==> config.mk <==
export PLATFORM = sky130hd
export DESIGN_NAME = multicycle_controller
export DESIGN_NICKNAME = d
export VERILOG_FILES = /design/src/rtl/riscv_pkg.sv /design/src/rtl/aludec.sv /design/src/rtl/multicycle_controller.sv
export SDC_FILE = /design/constraint.sdc
export NUM_CORES = 1
export LEC_CHECK = 0
export CAP_MARGIN = 10
export CORE_AREA = 4 4 41 43
export DETAILED_ROUTE_END_ITERATION = 7
export DIE_AREA = 0 0 45 47
export DONT_BUFFER_PORTS = 1
export PLACE_DENSITY_LB_ADDON = 0.25
export RECOVER_POWER = 50
export SLEW_MARGIN = 20
export SYNTH_ARGS = -nofsm -noshare
export SYNTH_HDL_FRONTEND = slang
export SYNTH_SLANG_ARGS = --single-unit
==> constraint.sdc <==
create_clock -name clk -period 2.15 [get_ports clk]
set_clock_uncertainty 0.15 [all_clocks]
set_input_delay 0.43 -clock clk [delete_from_list [all_inputs] [get_ports clk]]
set_output_delay 0.43 -clock clk [all_outputs]
set_load 0.01 [all_outputs]
==> src/rtl/riscv_pkg.sv <==
// Shared types and encodings for the multicycle RV32I control path.
package riscv_pkg;

    typedef enum logic [3:0] {
        StFetch,
        StDecode,
        StMemAdr,
        StMemRead,
        StMemWb,
        StMemWrite,
        StExecR,
        StExecI,
        StAluWb,
        StBeq,
        StJal,
        StTrap
    } state_t;

    localparam logic [6:0] OP_LOAD   = 7'b0000011;
    localparam logic [6:0] OP_STORE  = 7'b0100011;
    localparam logic [6:0] OP_RTYPE  = 7'b0110011;
    localparam logic [6:0] OP_ITYPE  = 7'b0010011;
    localparam logic [6:0] OP_BRANCH = 7'b1100011;
    localparam logic [6:0] OP_JAL    = 7'b1101111;

    localparam logic [1:0] ALUOP_ADD   = 2'b00;
    localparam logic [1:0] ALUOP_SUB   = 2'b01;
    localparam logic [1:0] ALUOP_FUNCT = 2'b10;

endpackage

==> src/rtl/aludec.sv <==
// ALU decoder: maps the controller's ALUOp plus instruction funct fields to an ALU operation.
module aludec
    import riscv_pkg::*;
(
    input  logic       opb5,
    input  logic [2:0] funct3,
    input  logic       funct7b5,
    input  logic [1:0] ALUOp,
    output logic [2:0] ALUControl
);

    always_comb begin
        ALUControl = 3'b000;
        case (ALUOp)
            ALUOP_ADD: ALUControl = 3'b000;
            ALUOP_SUB: ALUControl = 3'b001;
            default: begin
                case (funct3)
                    // funct7b5 only selects sub for R-type; for I-type it is immediate bits
                    3'b000:  ALUControl = (opb5 & funct7b5) ? 3'b001 : 3'b000;
                    3'b001:  ALUControl = 3'b110;
                    3'b010:  ALUControl = 3'b101;
                    3'b100:  ALUControl = 3'b100;
                    3'b101:  ALUControl = 3'b111;
                    3'b110:  ALUControl = 3'b011;
                    3'b111:  ALUControl = 3'b010;
                    default: ALUControl = 3'b000;
                endcase
            end
        endcase
    end

endmodule

==> src/rtl/multicycle_controller.sv <==
// Control FSM for the multicycle RV32I core: sequences the shared datapath and traps on
// undecodable opcodes.
module multicycle_controller
    import riscv_pkg::*;
#(
    parameter bit USE_MEM_READY = 1'b1
) (
    input  logic       clk,
    input  logic       reset_n,
    input  logic [6:0] op,
    input  logic [2:0] funct3,
    input  logic       funct7b5,
    input  logic       Zero,
    input  logic       MemReady,
    output logic       PCWrite,
    output logic       AdrSrc,
    output logic       MemWrite,
    output logic       IRWrite,
    output logic [1:0] ResultSrc,
    output logic [1:0] ALUSrcA,
    output logic [1:0] ALUSrcB,
    output logic       RegWrite,
    output logic [1:0] ImmSrc,
    output logic [2:0] ALUControl,
    output logic       InstrDone,
    output logic       Illegal
);

    state_t     state_q, state_d;
    logic [1:0] alu_op;
    logic       branch;
    logic       pc_update;
    logic       rdy;

    assign rdy = MemReady | ~USE_MEM_READY;

    always_ff @(posedge clk or negedge reset_n) begin
        if (!reset_n) begin
            state_q <= StFetch;
        end else begin
            state_q <= state_d;
        end
    end

    always_comb begin
        state_d   = state_q;
        AdrSrc    = 1'b0;
        MemWrite  = 1'b0;
        IRWrite   = 1'b0;
        ResultSrc = 2'b00;
        ALUSrcA   = 2'b00;
        ALUSrcB   = 2'b00;
        RegWrite  = 1'b0;
        InstrDone = 1'b0;
        Illegal   = 1'b0;
        alu_op    = ALUOP_ADD;
        branch    = 1'b0;
        pc_update = 1'b0;
        case (state_q)
            StFetch: begin
                ALUSrcB   = 2'b10;
                ResultSrc = 2'b10;
                IRWrite   = rdy;
                pc_update = rdy;
                if (rdy) state_d = StDecode;
            end
            StDecode: begin
                // Precompute PC-relative target from OldPC while the opcode is decoded
                ALUSrcA = 2'b01;
                ALUSrcB = 2'b01;
                case (op)
                    OP_LOAD, OP_STORE: state_d = StMemAdr;
                    OP_RTYPE:          state_d = StExecR;
                    OP_ITYPE:          state_d = StExecI;
                    OP_BRANCH:         state_d = StBeq;
                    OP_JAL:            state_d = StJal;
                    default:           state_d = StTrap;
                endcase
            end
            StMemAdr: begin
                ALUSrcA = 2'b10;
                ALUSrcB = 2'b01;
                state_d = op[5] ? StMemWrite : StMemRead;
            end
            StMemRead: begin
                AdrSrc = 1'b1;
                if (rdy) state_d = StMemWb;
            end
            StMemWb: begin
                ResultSrc = 2'b01;
                RegWrite  = 1'b1;
                InstrDone = 1'b1;
                state_d   = StFetch;
            end
            StMemWrite: begin
                AdrSrc    = 1'b1;
                MemWrite  = 1'b1;
                InstrDone = rdy;
                if (rdy) state_d = StFetch;
            end
            StExecR: begin
                ALUSrcA = 2'b10;
                alu_op  = ALUOP_FUNCT;
                state_d = StAluWb;
            end
            StExecI: begin
                ALUSrcA = 2'b10;
                ALUSrcB = 2'b01;
                alu_op  = ALUOP_FUNCT;
                state_d = StAluWb;
            end
            StAluWb: begin
                RegWrite  = 1'b1;
                InstrDone = 1'b1;
                state_d   = StFetch;
            end
            StBeq: begin
                ALUSrcA   = 2'b10;
                alu_op    = ALUOP_SUB;
                branch    = 1'b1;
                InstrDone = 1'b1;
                state_d   = StFetch;
            end
            StJal: begin
                ALUSrcA   = 2'b01;
                ALUSrcB   = 2'b10;
                pc_update = 1'b1;
                state_d   = StAluWb;
            end
            StTrap: begin
                Illegal = 1'b1;
            end
            default: state_d = StFetch;
        endcase
        PCWrite = pc_update | (branch & Zero);
    end

    always_comb begin
        case (op)
            OP_STORE:  ImmSrc = 2'b01;
            OP_BRANCH: ImmSrc = 2'b10;
            OP_JAL:    ImmSrc = 2'b11;
            default:   ImmSrc = 2'b00;
        endcase
    end

    aludec u_aludec (
        .opb5       (op[5]),
        .funct3     (funct3),
        .funct7b5   (funct7b5),
        .ALUOp      (alu_op),
        .ALUControl (ALUControl)
    );

endmodule
Yosys cells after proc, flatten, opt, wreduce, memory -nomap -nowiden:

Index checks and enable logic that the tools add are counted.

* bitwise operators: 4
* eq/ne operators: 27
* muxes and demuxes: 22
* reductions and logical operators: 14

Operators with widths (count)
* 4-bit case mux with 7 select lines: 1
* 3-bit case mux with 7 select lines: 1
* 4-bit case mux with 5 select lines: 1
* 4-bit by 3-bit equality test with 1-bit output (second input constant): 4
* 4-bit equality test (second input constant): 4
* 2-bit case mux with 2 select lines: 4
* 7-bit by 6-bit equality test with 1-bit output (second input constant): 2
* 7-bit equality test (second input constant): 2
* 3-bit equality test (second input constant): 4
* 4-bit two-way mux: 3
* 2-bit OR reduction: 6
* 3-bit OR reduction: 3
* 4-bit by 2-bit equality test with 1-bit output (second input constant): 2
* 7-bit by 2-bit equality test with 1-bit output (second input constant): 1
* 7-bit by 5-bit equality test with 1-bit output (second input constant): 1
* 1-bit two-way mux: 7
* 2-bit inequality test (second input constant): 3
* 2-bit case mux with 3 select lines: 1
* 3-bit case mux with 2 select lines: 1
* 4-bit by 1-bit equality test with 1-bit output (second input constant): 1
* 4-bit zero test: 1
* 1-bit case mux with 2 select lines: 2
* 4-bit AND reduction: 1
* 4-bit OR reduction: 1
* other kinds (9): 10

* bits in registers: 4
* output and inout bits: 18
* logic and storage cells: 68
* input bits: 15

Logic depth before layout (Yosys ltp):

* word-level depth: 5
* gate-level depth with buffers: 5
* depth with buffers taken out: 4

Cells and area by module:

From an unflattened synthesis, not the netlist that was laid out.

* cells, all modules: 93
* area, all modules: 640.6 µm²

By module, submodules not included
* multicycle_controller: sequential area each 100.1 µm², cells each 83, times used 1, area an instance 573.0 µm²
* aludec: sequential area each 0.0 µm², cells each 10, times used 1, area an instance 67.6 µm²

Worst setup path before layout:

OpenSTA, ideal clock, no wires.

* path type: reg2out
* start: register state_q[2]
* end: output IRWrite
* stages on the path, launching flop included: 4
* data arrival time: 1.261 ns
* setup slack: 0.309 ns
* data required time: 1.570 ns
* buffers on the path: 1
* cells stage by stage: dfrtp_1 -> clkbuf_1 -> nor4_1 -> and2_1

* cells in the longest elaborated chain, start to end: 2

Ends and longest elaborated chain
* from (decl): line multicycle_controller.sv:29 `state_t state_q, state_d;`
* from (signal assigned): line multicycle_controller.sv:39 `state_q <= StFetch;`
* from (signal assigned): line multicycle_controller.sv:41 `state_q <= state_d;`
* 4-bit zero test: line multicycle_controller.sv:59 `case (state_q)`
* 1-bit two-way mux: line multicycle_controller.sv:59
* to (decl): line multicycle_controller.sv:18 `output logic IRWrite,`

No other way between the ends.

Worst setup path in the final report:

* start: register state_q[2]
* end: output RegWrite

* cells in the longest elaborated chain, start to end: 3
* elaborated cells on any way between the ends: 4
* those cells by class: eq/ne (2); mux (1); reduce/logical (1)

Ends and longest elaborated chain
* 4-bit equality test or 4-bit by 3-bit equality test with 1-bit output (tied branches): line multicycle_controller.sv:59
* 2-bit OR reduction (no source line) (*)
* 1-bit two-way mux (*): line multicycle_controller.sv:59
* to (decl): line multicycle_controller.sv:22 `output logic RegWrite,`

Every way passes the cells marked *; elsewhere a longest branch is shown, timed or not.

==> results.md <==
* Crit Path Max Fanout at 15
* Finish-stage setup viols at 0
* P_sw at 0.452 mW
* Proportion of synthesized area in mux cells at 3.73%
* Final hold violation count at 0
* Largest net degree at the start of global routing at 16
* Mapped Area at 571 µm²
* Commonest cells after routing, fill and taps aside: nor2_1, a21oi_1, nand2_1
* Die area at 2120 µm²
* Finished Cell Area at 624 µm²
* Routed Antenna Nets at 0
* Placed cell area at 592 µm²
* Hold Startpoint: op[3]
* Final clock period utilization by the worst path at 93.5%
* Sequential-to-total area share from yosys stat at 17.5%
* Pre-Repair DR Iteration Count at 4
* Area share of the largest cell type after synthesis at 17.5%
* DR WL/cell at 13.9 µm
* Sequential Power Share at 26.7%
* Max cap viols at 0
* Yosys warns at 0
* DRC errors left at 0
* Setup TNS at 0 ns
* Fillers at 144
* Mapped Cells at 85
* Die W at 45 µm
* Post-synthesis simple-gate area fraction at 41.2%
* First-pass GRT wire length at 2310 µm
* PortBufs at 0
* Ys async rst share at 100%
* Final WL at 1420 µm
* Setup CP Type: flop to output port
* Post-synthesis compound-gate area fraction at 26.5%
* CP startpoint: state_q[2]
* Number of enable flip-flop cells after synthesis at 0
* Power Dens Cells at 1340 nW/µm²
* Core ar. at 1300 µm²
* Synth top area cells: dfrtp_1, nor2_1, a21oi_1, nand2b_1, nand2_1
* Initial antenna violation count at 0
* Sw frac at 53.9%
* Post-synthesis adder-cell area fraction at 0%
* Leakage power at 0.231 nW
* Utilization after layout at 48.0%
* Routed vias/inst at 6.00
* Crit path launch type: flop
* Hold WS at 0.197 ns
* Min Clock Period, post-route at 2.01 ns
* Main combinational cell family by area after synthesis: simple AND/OR/NAND/NOR gates
* Reg-to-Reg Start: state_q[0]
* Vias in the first global route at 558
* Post-synthesis xor/xnor area fraction at 4.61%
* Total number of vias at 612
* Fmax at 497 MHz
* Reg clk slew, reported paths at 0.04 ns
* IO Count at 33
* CTS tree: yes
* CTS root buffer: clkbuf_4
* Slew at the pin with the worst max-slew slack at 0.413 ns
* Placed cell count at 98
* Worst hold path type: input port to flop
* Syn_nets at 100
* Tot GR Track Use at 15.0%
* Data required time at the worst endpoint at 1.57 ns
* Non-Filler Instances at 102
* Initial core utilization at 43.8%
* Yosys top cell by area: dfrtp_1
* Nets at 104
* Reg with most FFs: state_q
* CTS max path bufs at 2
* Most common cell after layout, fill and taps aside: nor2_1
* Layout cell share with drive strength beyond 1 at 16.1%
* H-tree depth at 1
* Num CTS Buffers at 3
* Worst slew margin at 72.3%
* Total congestion overflow at 0
* Clock share of power at 10.9%
* Peak VDD IR at 554 µV
* Die Span Y at 47 µm
* CTS sink cnt at 4
* Number of flip-flops in the largest register at 4
* Top Registers: state_q (4)
* Status: completed
* Combinational share of power at 62.4%
* Post-synth top flop: dfrtp_1
* Row count at 13
* Cell variety after synth at 39
* Layout area overhead at 9.43%
* Ant diodes at 0
* Routability-driven placement congestion ratio at 0.798
* Max-slew violation count at 0
* Internal power at 0.387 mW
* Setup crit end kind: output port
* Mapped Avg Cell Area at 6.71 µm²
* Latest clock arrival within the worst-skew pair at 0.23 ns
* Starting DRT DRC Count at 11
* RSZ-0062 raised after global routing: false
* Arr. time, crit path at 1.43 ns
* Yosys reg bits at 4
* Detailed placement HPWL at 1110 µm
==> cell usage after synthesis, drive strengths merged (2+ instances only) <==
master,instances
nand2,7
nor2b,2
buf,2
clkbuf,3
dfrtp,4
xor2,2
nor2,12
inv,3
nor3,6
nand2b,6
o21ai,6
nand3,2
a21oi,8
nor4,2
==> cells by family (layout without fill, tap and decap cells) <==
group | count (synthesis) | after routing
buffers and inverters | 9 | 11
AOI/OAI and AO/OA | 24 | 24
xor gates and xnor gates | 3 | 3
and+or+nand+nor | 43 | 43
muxes | 2 | 2
DFF | 4 | 4
==> per-stage QoR <==
step,setup slack (ns),total power [mW]
3_5_place_dp,0.298,0.750
5_1_grt,0.0139,0.934
6_report,0.139,0.839
2_1_floorplan,0.309,0.630
3_3_place_gp,0.298,0.751
4_1_cts,0.0437,0.849
==> per-layer routing <==
metal,routed length [µm],track usage [%],vias to the layer above
li1,-,-,314
met1,619,19.9,269
met2,633,21.5,27
met3,145,3.07,2
met4,23,10.5,0
met5,0,0,-
==> what timing repair did <==
item / 4_1_cts / 5_1_grt
endpoints found under the setup margin: 0 / 9
resized for setup: 0 / 3
hold buffers: 1 / 0
buffers inserted: 0 / 0
hold endpoints to repair: 4 / 0
==> final timing paths <==
check | to | slack [ns] | depth (start not counted)
max reg2reg | state_q[2] | 0.50 | 4
min | state_q[1] | 0.20 | 2
min reg2reg | state_q[2] | 0.46 | 1
max in group asynchronous | state_q[3] | 1.35 | 1
max | RegWrite | 0.14 | 2
min in group asynchronous | state_q[1] | 0.32 | 1
==> layout make-up <==
| cell class | instances | area, µm² | area share, % |
|---|---|---|---|
| multi-input combinational | 72 | 434 | 69.5 |
| sequential | 4 | 104 | 16.6 |
| timing repair buffer | 4 | 28.8 | 4.61 |
| clock buffer | 3 | 22.5 | 3.61 |
| tap | 15 | 18.8 | 3.01 |
| inverter | 4 | 16.3 | 2.61 |
==> power by group through the flow <==
stage	sequential (mW)	combinational, mW	clock, mW
after floorplan	0.134	0.495	0
after detailed placement	0.218	0.532	0
after global placement	0.215	0.535	0
after CTS	0.216	0.538	0.0952
after global routing	0.244	0.592	0.0989
final	0.224	0.524	0.0915
==> critical path, stage by stage, from the launching register on <==
cell and delay, ns:
dfrtp_2 0.49, nand2b_1 0.26, a211oi_1 0.44
No activity file was read; power rests on OpenSTA's default activity.
